--- src/rtl/gf_power_seq.sv ---
// gf_power_seq -- sequential GF(2^N) power map, y = x^e, polynomial basis.
//
// Left-to-right square-and-multiply, one exponent bit per cycle. Operands
// enter on a valid/ready handshake and the result leaves on another; only
// one transaction is in flight at a time.
//
// Ports:
//   clk        system clock, rising edge
//   rst        synchronous, active-high reset
//   in_valid   operand pair valid
//   in_ready   engine idle, can accept an operand pair
//   x_in       base element (N bits)
//   e_in       exponent, unsigned (EXP_W bits)
//   out_valid  result valid, held until out_ready
//   out_ready  downstream accepts result
//   y_out      result x^e (zero while no result is presented)
//   busy       high while computing or holding a result
//
// Build option: GF_POWER_SEQ_EARLY_TERM_EN skips the leading zero bits of
// the exponent, giving max(1, bitlen(e)) cycles of latency instead of
// EXP_W. Results are identical either way.
//
// state | meaning
// IDLE  | waiting for an operand pair, in_ready high
// RUN   | consuming one exponent bit per cycle
// DONE  | result presented on y_out until out_ready

module gf_power_seq #(
   parameter int          N     = 6,
   parameter logic [N:0]  POLY  = 7'b1000011,
   parameter int          EXP_W = 6
) (
   input  logic             clk,
   input  logic             rst,
   input  logic             in_valid,
   output logic             in_ready,
   input  logic [N-1:0]     x_in,
   input  logic [EXP_W-1:0] e_in,
   output logic             out_valid,
   input  logic             out_ready,
   output logic [N-1:0]     y_out,
   output logic             busy
);

   localparam int CNT_W = $clog2(EXP_W + 1);
   localparam logic [N-1:0] ONE = N'(1);

   typedef enum logic [1:0] {IDLE, RUN, DONE} state_t;

   state_t             state_q, state_d;
   logic [N-1:0]       acc_q, acc_d;
   logic [N-1:0]       base_q, base_d;
   logic [EXP_W-1:0]   exp_q, exp_d;
   logic [CNT_W-1:0]   cnt_q, cnt_d;

   // Fold the high-order terms of a 2N-1 bit product back into N bits.
   function automatic logic [N-1:0] gf_reduce(input logic [2*N-2:0] p);
      logic [2*N-2:0] r;
      r = p;
      for (int i = 2*N-2; i >= N; i--) begin
         if (r[i]) r[i -: N+1] = r[i -: N+1] ^ POLY;
      end
      return r[N-1:0];
   endfunction

   // Squaring is linear over GF(2): spread bit i to bit 2i, then reduce.
   function automatic logic [N-1:0] gf_sq(input logic [N-1:0] a);
      logic [2*N-2:0] p;
      p = '0;
      for (int i = 0; i < N; i++) p[2*i] = a[i];
      return gf_reduce(p);
   endfunction

   function automatic logic [N-1:0] gf_mul(input logic [N-1:0] a,
                                           input logic [N-1:0] b);
      logic [2*N-2:0] p;
      p = '0;
      for (int i = 0; i < N; i++) begin
         if (b[i]) p = p ^ ({{(N-1){1'b0}}, a} << i);
      end
      return gf_reduce(p);
   endfunction

   logic [N-1:0] acc_step;
   assign acc_step = gf_mul(gf_sq(acc_q), exp_q[EXP_W-1] ? base_q : ONE);

`ifdef GF_POWER_SEQ_EARLY_TERM_EN
   logic [CNT_W-1:0] e_len;
   always_comb begin
      e_len = '0;
      for (int i = 0; i < EXP_W; i++) begin
         if (e_in[i]) e_len = CNT_W'(i + 1);
      end
   end
`endif

   always_comb begin
      state_d   = state_q;
      acc_d     = acc_q;
      base_d    = base_q;
      exp_d     = exp_q;
      cnt_d     = cnt_q;
      in_ready  = 1'b0;
      out_valid = 1'b0;
      y_out     = '0;
      busy      = 1'b0;
      unique case (state_q)
         IDLE: begin
            in_ready = 1'b1;
            if (in_valid) begin
               base_d  = x_in;
               acc_d   = ONE;
               state_d = RUN;
`ifdef GF_POWER_SEQ_EARLY_TERM_EN
               // e=0 still takes one pass: exp is all zero so acc stays 1.
               exp_d = e_in << (EXP_W - int'(e_len));
               cnt_d = (e_len == '0) ? CNT_W'(1) : e_len;
`else
               exp_d = e_in;
               cnt_d = CNT_W'(EXP_W);
`endif
            end
         end
         RUN: begin
            busy  = 1'b1;
            acc_d = acc_step;
            exp_d = exp_q << 1;
            cnt_d = cnt_q - CNT_W'(1);
            if (cnt_q == CNT_W'(1)) state_d = DONE;
         end
         DONE: begin
            busy      = 1'b1;
            out_valid = 1'b1;
            y_out     = acc_q;
            if (out_ready) state_d = IDLE;
         end
         default: state_d = IDLE;
      endcase
   end

   always_ff @(posedge clk) begin
      if (rst) begin
         state_q <= IDLE;
         acc_q   <= '0;
         base_q  <= '0;
         exp_q   <= '0;
         cnt_q   <= '0;
      end else begin
         state_q <= state_d;
         acc_q   <= acc_d;
         base_q  <= base_d;
         exp_q   <= exp_d;
         cnt_q   <= cnt_d;
      end
   end

endmodule

--- config.mk ---
export PLATFORM = sky130hd
export DESIGN_NAME = gf_power_seq
export DESIGN_NICKNAME = d
export VERILOG_FILES = /design/src/rtl/gf_power_seq.sv
export SDC_FILE = /design/constraint.sdc
export NUM_CORES = 1
export LEC_CHECK = 0
export ABC_CLOCK_PERIOD_IN_PS = 2000
export CORE_MARGIN = 8
export CORE_UTILIZATION = 52
export CTS_BUF_LIST = sky130_fd_sc_hd__clkbuf_8
export CTS_CLUSTER_DIAMETER = 150
export DETAILED_ROUTE_END_ITERATION = 12
export PLACE_DENSITY = 0.85
export SYNTH_ARGS = -nofsm -noshare
export SYNTH_HDL_FRONTEND = slang
export SYNTH_SLANG_ARGS = --single-unit
--- constraint.sdc ---
create_clock -name clk -period 2 [get_ports clk]
set_clock_uncertainty 0.2 [all_clocks]
set_input_delay 0.4 -clock clk [delete_from_list [all_inputs] [get_ports clk]]
set_output_delay 0.4 -clock clk [all_outputs]
set_load 0.01 [all_outputs]
== Word level (Yosys, flattened, before mapping) ==
Cells that the tools add are included.

* Flip-flop bits (word level): 23
* Word-level logic and storage cells: 64

* Eq/ne operators: 6
* Muxes and demuxes: 31
* Bitwise logic cells: 15
* Reductions and logical operators: 6
* $add $sub $neg: 1

{| class="wikitable"
|+ Operators with widths
! cell !! number
|-
| $mux W11 || 5
|-
| $mux W6 || 5
|-
| $mux W2 || 13
|-
| $pmux W6 S2 || 2
|-
| $not A2 Y2 || 9
|-
| $xor A11 B10 Y11 || 1
|-
| $xor A11 B11 Y11 || 1
|-
| $xor A11 B8 Y11 || 1
|-
| $xor A11 B9 Y11 || 1
|-
| $xor A6 B7 Y7 || 1
|-
| $ne A2 B2 Y1 const B || 3
|-
| $pmux W2 S3 || 1
|-
| $pmux W3 S2 || 1
|-
| $reduce_and A2 Y1 || 2
|-
| $eq A3 B1 Y1 const B || 1
|-
| $mux W1 || 3
|-
| $mux W3 || 1
|-
| $reduce_and A3 Y1 || 1
|-
| $sub A3 B1 Y3 const B || 1
|-
| $eq A2 B1 Y1 const B || 1
|-
| $eq A2 B2 Y1 const B || 1
|-
| $logic_not A2 Y1 || 1
|-
| $not A1 Y2 || 1
|-
| $reduce_bool A2 Y1 || 1
|-
| $reduce_or A2 Y1 || 1
|}

== Depth between registers and ports, before layout ==
Gate-level depths: netlist of the first run.

* Depth in word-level cells: 32
* Depth in mapped cells: 9

== Least setup slack after synthesis of the first run ==
No wires, ideal clock.

* Kind: register -> register
* From: reg acc_q[2]
* To: reg acc_q[0]
* Clock period less this slack: 2.081 ns
* Buffers on the path: 1
* Data arrival time: 1.739 ns
* Stages on the path, launching flop included: 10
* Data required time: 1.658 ns
* Setup slack: -0.081 ns
* Cells stage by stage: dfxtp_1 -> buf_6 -> nand2b_4 -> xnor2_1 -> a21oi_2 -> xnor2_1 -> xnor2_2 -> mux2_1 -> o22ai_1 -> a311oi_1

* Word-level cells in the longest chain between the ends: 14

{| class="wikitable"
|+ RTL lines
! item !! RTL line !! RTL
|-
| start: declaration || 51 || <nowiki>logic [N-1:0] acc_q, acc_d;</nowiki>
|-
| start signal: assignment || 144 || <nowiki>acc_q <= '0;</nowiki>
|-
| start signal: assignment || 150 || <nowiki>acc_q <= acc_d;</nowiki>
|-
| $not A1 Y2 (no line) || -- ||
|-
| $mux W2 (*) || 61 || <nowiki>if (r[i]) r[i -: N+1] = r[i -: N+1] ^ POLY;</nowiki>
|-
| $not A2 Y2 (no line) || -- ||
|-
| $mux W2 (*) || 61 ||
|-
| $xor A11 B8 Y11 (*) || 79 || <nowiki>if (b[i]) p = p ^ ({{(N-1){1'b0}}, a} << i);</nowiki>
|-
| $mux W11 (*) || 79 ||
|-
| $xor A11 B9 Y11 || 79 ||
|-
| $mux W11 (*) || 79 ||
|-
| $xor A11 B10 Y11 || 79 ||
|-
| $mux W11 (*) || 79 ||
|-
| $xor A11 B11 Y11 || 79 ||
|-
| $mux W11 (*) || 79 ||
|-
| $mux W2 (*) || 61 ||
|-
| $pmux W6 S2 (*) || 107 || <nowiki>unique case (state_q)</nowiki>
|}

Every way passes the cells marked *; elsewhere a longest branch is shown, timed or not.
A chain may end at the register's enable or synchronous reset.

== Final worst setup path of the first run ==
* From: reg acc_q[2]
* To: reg acc_q[2]

* Word-level cells in the longest chain between the ends: 12
* Elaborated cells between the ends (all ways): 14

{| class="wikitable"
|+ RTL lines
! item !! RTL line
|-
| $not A1 Y2 (no line) || --
|-
| $mux W2 (*) || 61
|-
| $not A2 Y2 (no line) || --
|-
| $mux W2 (*) || 61
|-
| $xor A11 B9 Y11 / $xor A11 B10 Y11 (equally long branches) || 79
|-
| $mux W11 || 79
|-
| $xor A11 B10 Y11 / $xor A11 B11 Y11 (equally long branches) || 79
|-
| $mux W11 (*) || 79
|-
| $xor A11 B11 Y11 / $mux W2 (equally long branches) || 79, 61
|-
| $mux W11 (*) || 79
|-
| $mux W2 (*) || 61
|-
| $pmux W6 S2 (*) || 107
|}

Marked as above.

==> results, run 1 <==
- The flow ran to the end, but the final reports show violations.
- The checks that failed: setup timing.
- Clock tree synthesis selected as its root buffer the cell clkbuf_8.
- The number of nets in the synthesized netlist is 288.
- Leaving out fill and tap cells, the most frequent cells in the layout are 40 x buf_4, 36 x nand2_1, 18 x nor2_1, 18 x o21ai_0, 17 x a21oi_1.
- Measured against its own limit, the worst slew margin works out to about three quarters.
- The number of different library cells used by synthesis comes to 47.
- The number of nets at the end of the flow is about 350.
- The synthesized design contains 23 register bits.
- Counting flops with a built-in enable in the synthesized netlist gives 0.
- Across the VDD grid, the largest voltage drop is 734 uV.
- In the synthesized netlist the async set-or-reset flop fraction comes to 0%.
- The layout has 241 filler cells.
- The width of the chip is between 70 and 80 microns.
- The full die area is 5830 sq um.
- In this run the power spent charging and discharging nets is 838 uW.
- The initial antenna violation count is 0.
- Once detail routing completed, the nets flagged for antenna violations numbered 0.
- STA classifies the critical path startpoint as a flip-flop.
- The total power divided by cell area is 737 nW/um^2.
- The number of pins with negative max-slew slack in the final report was 0.
- The leakage power total is 0.00108 uW.
- The internal portion of the total power is 1160 uW.
- The share of the yosys chip area belonging to registers is 24.3%.
- The total global-route track usage is 17.8%.
- In this run the cell area measured after placement is 2400 sq um.
- The min-delay analysis places its worst path in the category reg -> reg.
- For the final routed database, the setup TNS stands at -362 ps.
- The total DRC errors in the routed layout is 0.
- The clock tree from TritonCTS is yes.
- The synthesis warning total is 0.
- The switching power as a share of total power is 41.8%.
- The count of standard-cell rows is 22.
- The critical path endpoint category is a flip-flop.
- The most prevalent standard cell on the critical path is buf_6.
- The number of top-level design ports is 25.
- Entering global routing, the biggest net connects 21 pins.
- The setup check on the worst reg-to-reg path leaves a slack of -160 ps.
- The maximum achievable frequency is 462 MHz.
- The final HPWL from detailed placement is ~3.9 mm.
- Along the worst path, the maximum fanout reaches 6.
- The data arrival time of the critical path is ~2100 ps.
- The hold slack is roughly 340 ps.
- The first global-routing pass estimated approximately 8.8 mm of wire.
- The height of the die is 76.4 microns.
- Setup repair after global routing could not meet its margin everywhere.
- The slowest stage cell on the critical path is dfxtp_4.
- The number of DRC markers after the initial detailed-route iteration is 233.
- The worst path required time is 1970 ps.
- The final critical path takes up 108% of the cycle.
- The area growth from synthesis to layout is 43.3%.
- The final RePlAce weighted congestion is 0.975.
- The leading register cell type out of synthesis is dfxtp_1.
- The netlist area before placement is roughly 1900 sq um.
- The first TritonRoute pass finished after 5 iterations.
- The clock network burns 15.2% of the power.
- The synthesized area divided by synthesized cell count is 7.10 sq um.
- Global routing finished with a remaining overflow of 0.
- CTS built an H-tree with a depth of 1.
- The number of hold violations in the final report was 0.
- The most common cell after layout, fill and taps aside is buf_4.
- Traced cell by cell, the critical path runs through buf_6, nand3b_1, o211ai_2, buf_6, buf_4, nor4_1, a31oi_1, nand3_1, nand2b_4, a32oi_1, o21ai_1.
- By area the synthesized netlist is led by dfxtp_1 24%, nand2_1 7.7%, o21ai_0 6.9%.
- Cells fill 75.9% of the core in the end.
- Setup violations remaining at the end of the flow were counted as 3.
- The max-capacitance violation count is 0.
- The worst-skew pair later-pin latency is 280 ps.
- After detailed routing, the average wire length per cell comes to 16.3 microns.
- The longest individual stage delay on the worst path is 380 ps.
- Summing over every cut layer, the via total after detailed routing is 2163.
- The final cell count without fillers is around 370.
- Counting I/O delays and the setup requirement, the final critical path takes 2160 ps.
- Buffers inserted during clock tree synthesis total 3.
- The share of total power dissipated in sequential elements is between 30% and 40%.
- The final antenna diode count is 0.
- Synthesis produced a netlist whose cell count is ~270.
- The finished layout cell area is around 2700 sq um.
- The starting density of the core is 53.0%.
- In the final layout, the multi-input gates occupy between 1000 and 1500 sq um.
- In this run the deepest clock path goes through 2 buffers.
- The clock-pin transition on the worst setup and hold timing paths is 90 ps.
- Of the cells placed in the final design, the portion with a size suffix greater than 1 is 32.7%.
- Summed over all layers, the routed wires come to 6.08 mm.
- The critical path in this run is classified as reg -> reg.
- The synthesized design devotes to its leading area cell type between 20% and 30% of total area.
- After detailed routing, the number of vias per cell comes to 5.81.
- The via count of the first global-routing pass is 1931.
- The synthesized design spends more area on one cell type than any other, namely dfxtp_1.
- The final worst slack is -163 ps.
- The total area of sequential cells is 493 sq um.
- Port buffering added 24 buffers.
- The clock sink total is 23.
- At the pin with the least slew margin, the transition time is 339 ps.
- Per report_power, the combinational group accounts for 51.4% of the total.
- After detailed placement, the design holds a cell count of 357.
- The core region is roughly 3600 sq um.
-- critical path: cells and delay by family, from the launching register on --
family          cells  cell delay [ps]
buf+inv             3              420
flops               1              380
simple gates        4              560
compound gates      4              480
-- cell families (layout without fill, tap and decap cells) --
kind of cell    after synthesis  in the layout  share of synthesized area [%]
simple gates                102            102                           25.8
compound gates               77             77                           25.0
buf+inv                      32             89                           7.52
flops                        23             23                           24.3
xor+xnor                     21             21                           10.1
mux                           7              7                           4.03
fa+ha+maj                     5              5                           3.30
-- Yosys cell counts (4+ instances only) --
master,n
o21ai_0,26
dfxtp_1,23
inv_1,12
nand2_1,39
and2_1,6
nor2b_1,4
ha_1,5
nor2_1,19
mux2_2,4
xor2_1,6
nor3_1,5
nand3_1,11
clkbuf_1,12
a22oi_1,10
nand2b_1,9
xnor2_1,14
o22ai_1,6
a21oi_1,17
-- power groups by stage --
stage,sequential [uW],combinational (uW),clock (uW)
5_1_grt,679,1140,321
3_3_place_gp,659,911,0
2_1_floorplan,633,626,0
3_5_place_dp,666,935,0
6_report,669,1030,304
4_1_cts,664,954,307
-- through the flow --
stage | setup slack [ps] | power (uW)
after CTS | -28.4 | 1930
after global routing | -273 | 2140
after floorplan | -24.3 | 1260
after global placement | -57.4 | 1570
final | -163 | 2000
after detailed placement | -80.1 | 1600
-- path summary, 6_finish.rpt --
kind               to  startpoint  depth (start not counted)
max          acc_q[2]    acc_q[2]                         11
min          exp_q[5]    exp_q[4]                          2
max reg2reg  acc_q[2]    acc_q[2]                         11
min reg2reg  exp_q[5]    exp_q[4]                          2
-- state kept, by name, indices dropped and copies added, names as in the netlist --
register	cells
base_q	6
cnt_q	3
acc_q	6
exp_q	6
state_q	2
-- layer usage --
| layer | wire (microns) | global-route usage [%] |
|---|---|---|
| met5 | 0 | 0 |
| met4 | 220 | 7.69 |
| met2 | 3050 | 29.9 |
| met1 | 2480 | 21.6 |
| met3 | 325 | 3.18 |
-- area by class of cell --
| type | count | area share [%] |
|---|---|---|
| multi-input cells | 212 | 53.5 |
| repair buffers | 73 | 22.8 |
| flip-flops and latches | 23 | 18.1 |
| well taps | 48 | 2.21 |
| inverters | 12 | 1.66 |
| clock buffers | 3 | 1.52 |
| clock inverters | 1 | 0.184 |
-- what timing repair did --
| action | in CTS | in global routing |
|---|---|---|
| resized for setup | 33 | 48 |
| hold buffers | 0 | 0 |
| setup endpoints to repair | 13 | 10 |
| setup buffers | 5 | 6 |
| pin swaps | 12 | 21 |
Power figures use the tool's default switching activity.
==> run 2: changes to the inputs <==
- ABC_CLOCK_PERIOD_IN_PS: 2000 -> default
- GPL_TIMING_DRIVEN: default -> 0
==> run 2 against run 1 <==
  * The flow still finishes with violations (setup timing)
  * Via count fell by 2.2%
  * Fmax rose by 0.46%
  * Sequential share of layout area rose by 0.14 points
  * Hold slack got worse by 21 ps
  * Power fell by 5.6%
  * Wire length fell by 5.3%
  * Clock-buffer cell count did not move
==> results, run 2 (synthesized netlist as in run 1, its figures left out) <==
- The run finished, with violations left.
- The checks that failed: setup timing.
- The critical path is of the reg -> reg type.
- The total CTS buffers came to 3 (unchanged).
- The remaining number of nets flagged by the antenna check after routing is 0 (unchanged).
- The worst path required time was 1960 ps (about the same).
- The starting density of the core was 53.0% (unchanged).
- The maximum resistive drop on vdd is 753 uV (+2.6%).
- The number of hold-repair buffers added at the cts stage was 0 (unchanged).
- The average wire per cell in the routed design is 16.0 microns (-1.9%).
- The critical path endpoint category is a flip-flop.
- The data arrival time of the critical path is 2110 ps (-30 ps).
- The overall power of the completed layout is 1890 uW (-5.6%).
- Setup repair after global routing could not meet its margin everywhere.
- The tree is rooted in a clkbuf_8.
- The post-layout minimum cycle time is 2150 ps (-9.98 ps).
- The total instance count after detailed placement is 338 (-5.3%).
- The actual transition at the worst max-transition pin is 480 ps (+140 ps).
- The number of DRC markers after the initial detailed-route iteration was 193 (-17%).
- The count of input and output buffers came to 23 (-4.2%).
- The final cell count without fillers was 359 (-3.5%).
- The finished layout cell area is 2600 sq um (-4.3%).
- The total power divided by cell area was 727 nW/um^2 (-1.4%).
- The worst-skew pair later-pin latency is 270 ps (about the same).
- The part of the power in the clock network is 15.5% (+0.3 points).
- The worst-case clock buffer depth came to 2 (unchanged).
- The H-tree level count came to 1 (unchanged).
- The total DRC errors in the routed layout is 0 (unchanged).
- The internal power component is 1090 uW (-6.7%).
- The wire length after detailed routing is 5.75 mm (-5.3%).
- The max-capacitance violation count is 0 (unchanged).
- The post-detailed-placement cell area is 2200 sq um (-8.2%).
- The maximum fanout along the worst path is 6 (unchanged).
- The power share of the combinational group came to 49.2% (-2.2 points).
- The number of top-level design ports is 25 (unchanged).
- The total global-route track usage is 18.2% (+0.33 points).
- The via count of the first global-routing pass came to 1937 (+0.31%).
- STA classifies the critical path startpoint as a flip-flop.
- The power share of the sequential group is 35.3% (+1.9 points).
- The worst hold path belongs to the class reg -> reg.
- The library cells used most frequently in the layout, excluding fill and tap cells, are 36 x nand2_1, 20 x o21ai_0, 18 x nor2_1, 18 x buf_4, 16 x a21oi_1.
- The final worst slack is -153 ps (+9.98 ps).
- The clock-pin transition on the worst setup and hold timing paths came to 90 ps (about the same).
- The maximum achievable frequency is 464 MHz (+0.46%).
- The width of the chip is 76.4 microns (unchanged).
- The final HPWL from detailed placement is 3.63 mm (-6.0%).
- The wire length of the first global-routing pass came to 9.04 mm (+2.4%).
- The final antenna diode count is 0 (unchanged).
- Leaving out fill and tap cells, the most frequent cell in the layout is nand2_1.
- The placeable core region came to 3580 sq um (unchanged).
- The switching power as a share of total power came to 42.5% (+0.69 points).
- The leakage power total is 0.000978 uW (-9.8%).
- The largest registers in the layout are acc_q: 6 flops, base_q: 6 flops, exp_q: 6 flops.
- The height of the die is 76.4 microns (unchanged).
- The relative slew slack was 68.0% (-8.8 points).
- The maximum number of pins on one net before global-route repair was 13 (-38%).
- The initial antenna violation count is 0 (unchanged).
- The overall overflow remaining after global route is 0 (unchanged).
- The total via count after detailed routing is 2115 (-2.2%).
- The portion of the clock cycle consumed by the worst path in the final layout was 108% (-0.50 points).
- The full die area was 5830 sq um (unchanged).
- The placement-stage worst setup slack is -257 ps (-177 ps).
- The final-report setup violation count is 5 (+2).
- The total net switching power is 804 uW (-4.0%).
- The area growth from synthesis to layout is 37.2%.
- The clock sink total is 23 (unchanged).
- The length of the first detailed-routing pass in iterations is 5 (unchanged).
- The clock tree from TritonCTS is yes.
- The number of hold violations in the final report is 0 (unchanged).
- The number of filler cells placed in the layout came to 266 (+10%).
- The average vias per placed instance is 5.89 (+1.3%).
- The count of standard-cell rows is 22 (unchanged).
- The hold slack is 321 ps (-21.4 ps).
- The final RePlAce weighted congestion is 0.950 (-2.6%).
- The fraction of final layout cells sized beyond drive strength 1 is 26.7% (-6.0 points).
- The number of nets at the end of the flow is 333 (-3.8%).
- The number of pins with negative max-slew slack in the final report is 0 (unchanged).
==> run 2: cell types whose count changed in the layout (fill, tap and decap cells not counted), sizes merged <==
| cell | delta |
|---|---|
| dlygate4sd2 | +2 |
| clkinv | -1 |
| inv | +1 |
| clkbuf | +8 |
| clkdlybuf4s50 | -1 |
| buf | -22 |
==> run 2: cell type report <==
cell class / count / area (sq um) / area share (%)
multi-input cells: 212 / 1460 / 56.3
flip-flops and latches: 23 / 475 / 18.3
repair buffers: 42 / 378 / 14.5
plain buffers: 18 / 133 / 5.10
well taps: 48 / 60.1 / 2.31
inverters: 12 / 45.0 / 1.73
clock buffers: 3 / 41.3 / 1.59
clock inverters: 1 / 3.75 / 0.144
==> run 2: layer usage <==
metal  global-route usage, %  wire, microns  vias to the layer above
met4                    8.27            167                        0
met5                       0              0                        -
met1                    21.4           2330                     1005
met2                    31.4           2940                       84
li1                        -              -                     1006
met3                    2.83            313                       20
==> run 2: worst paths after layout <==
check | startpoint | to | slack (ps) | cells after the start
worst min-delay path | exp_q[4] | exp_q[5] | 320 | 2
worst max-delay path | acc_q[2] | acc_q[2] | -150 | 9
worst min register to register | exp_q[4] | exp_q[5] | 320 | 2
worst max register to register | acc_q[2] | acc_q[2] | -150 | 9
==> run 2: stage by stage <==
stage | TNS (ps) | utilization [%]
2_1_floorplan | -39.5 | -
3_3_place_gp | -2130 | 61.5
3_5_place_dp | -2670 | 61.5
4_1_cts | -321 | 69.4
5_1_grt | -951 | 72.7
6_report | -438 | 72.7
==> run 2: power groups by stage <==
stage	clock network (uW)	registers (uW)	logic, uW
global placement	0	659	836
detailed placement	0	662	860
global route	306	680	1020
floorplan	0	633	626
finish	292	668	930
CTS	291	660	894
==> run 2: critical path, cell delays in order (launching register included) <==
cell and delay [ps]:
dfxtp_2 360, buf_6 130, buf_4 160, nand2_1 80, mux2i_2 250, xor2_2 290
xor2_2 220, o21ai_1 80, a32oi_1 170, o21ai_1 90
==> run 2: repair_timing <==
item                                    CTS  global route
pin swaps                                 9            16
gates resized for setup                  47            35
setup buffers                            17             2
endpoints found under the setup margin   19            21
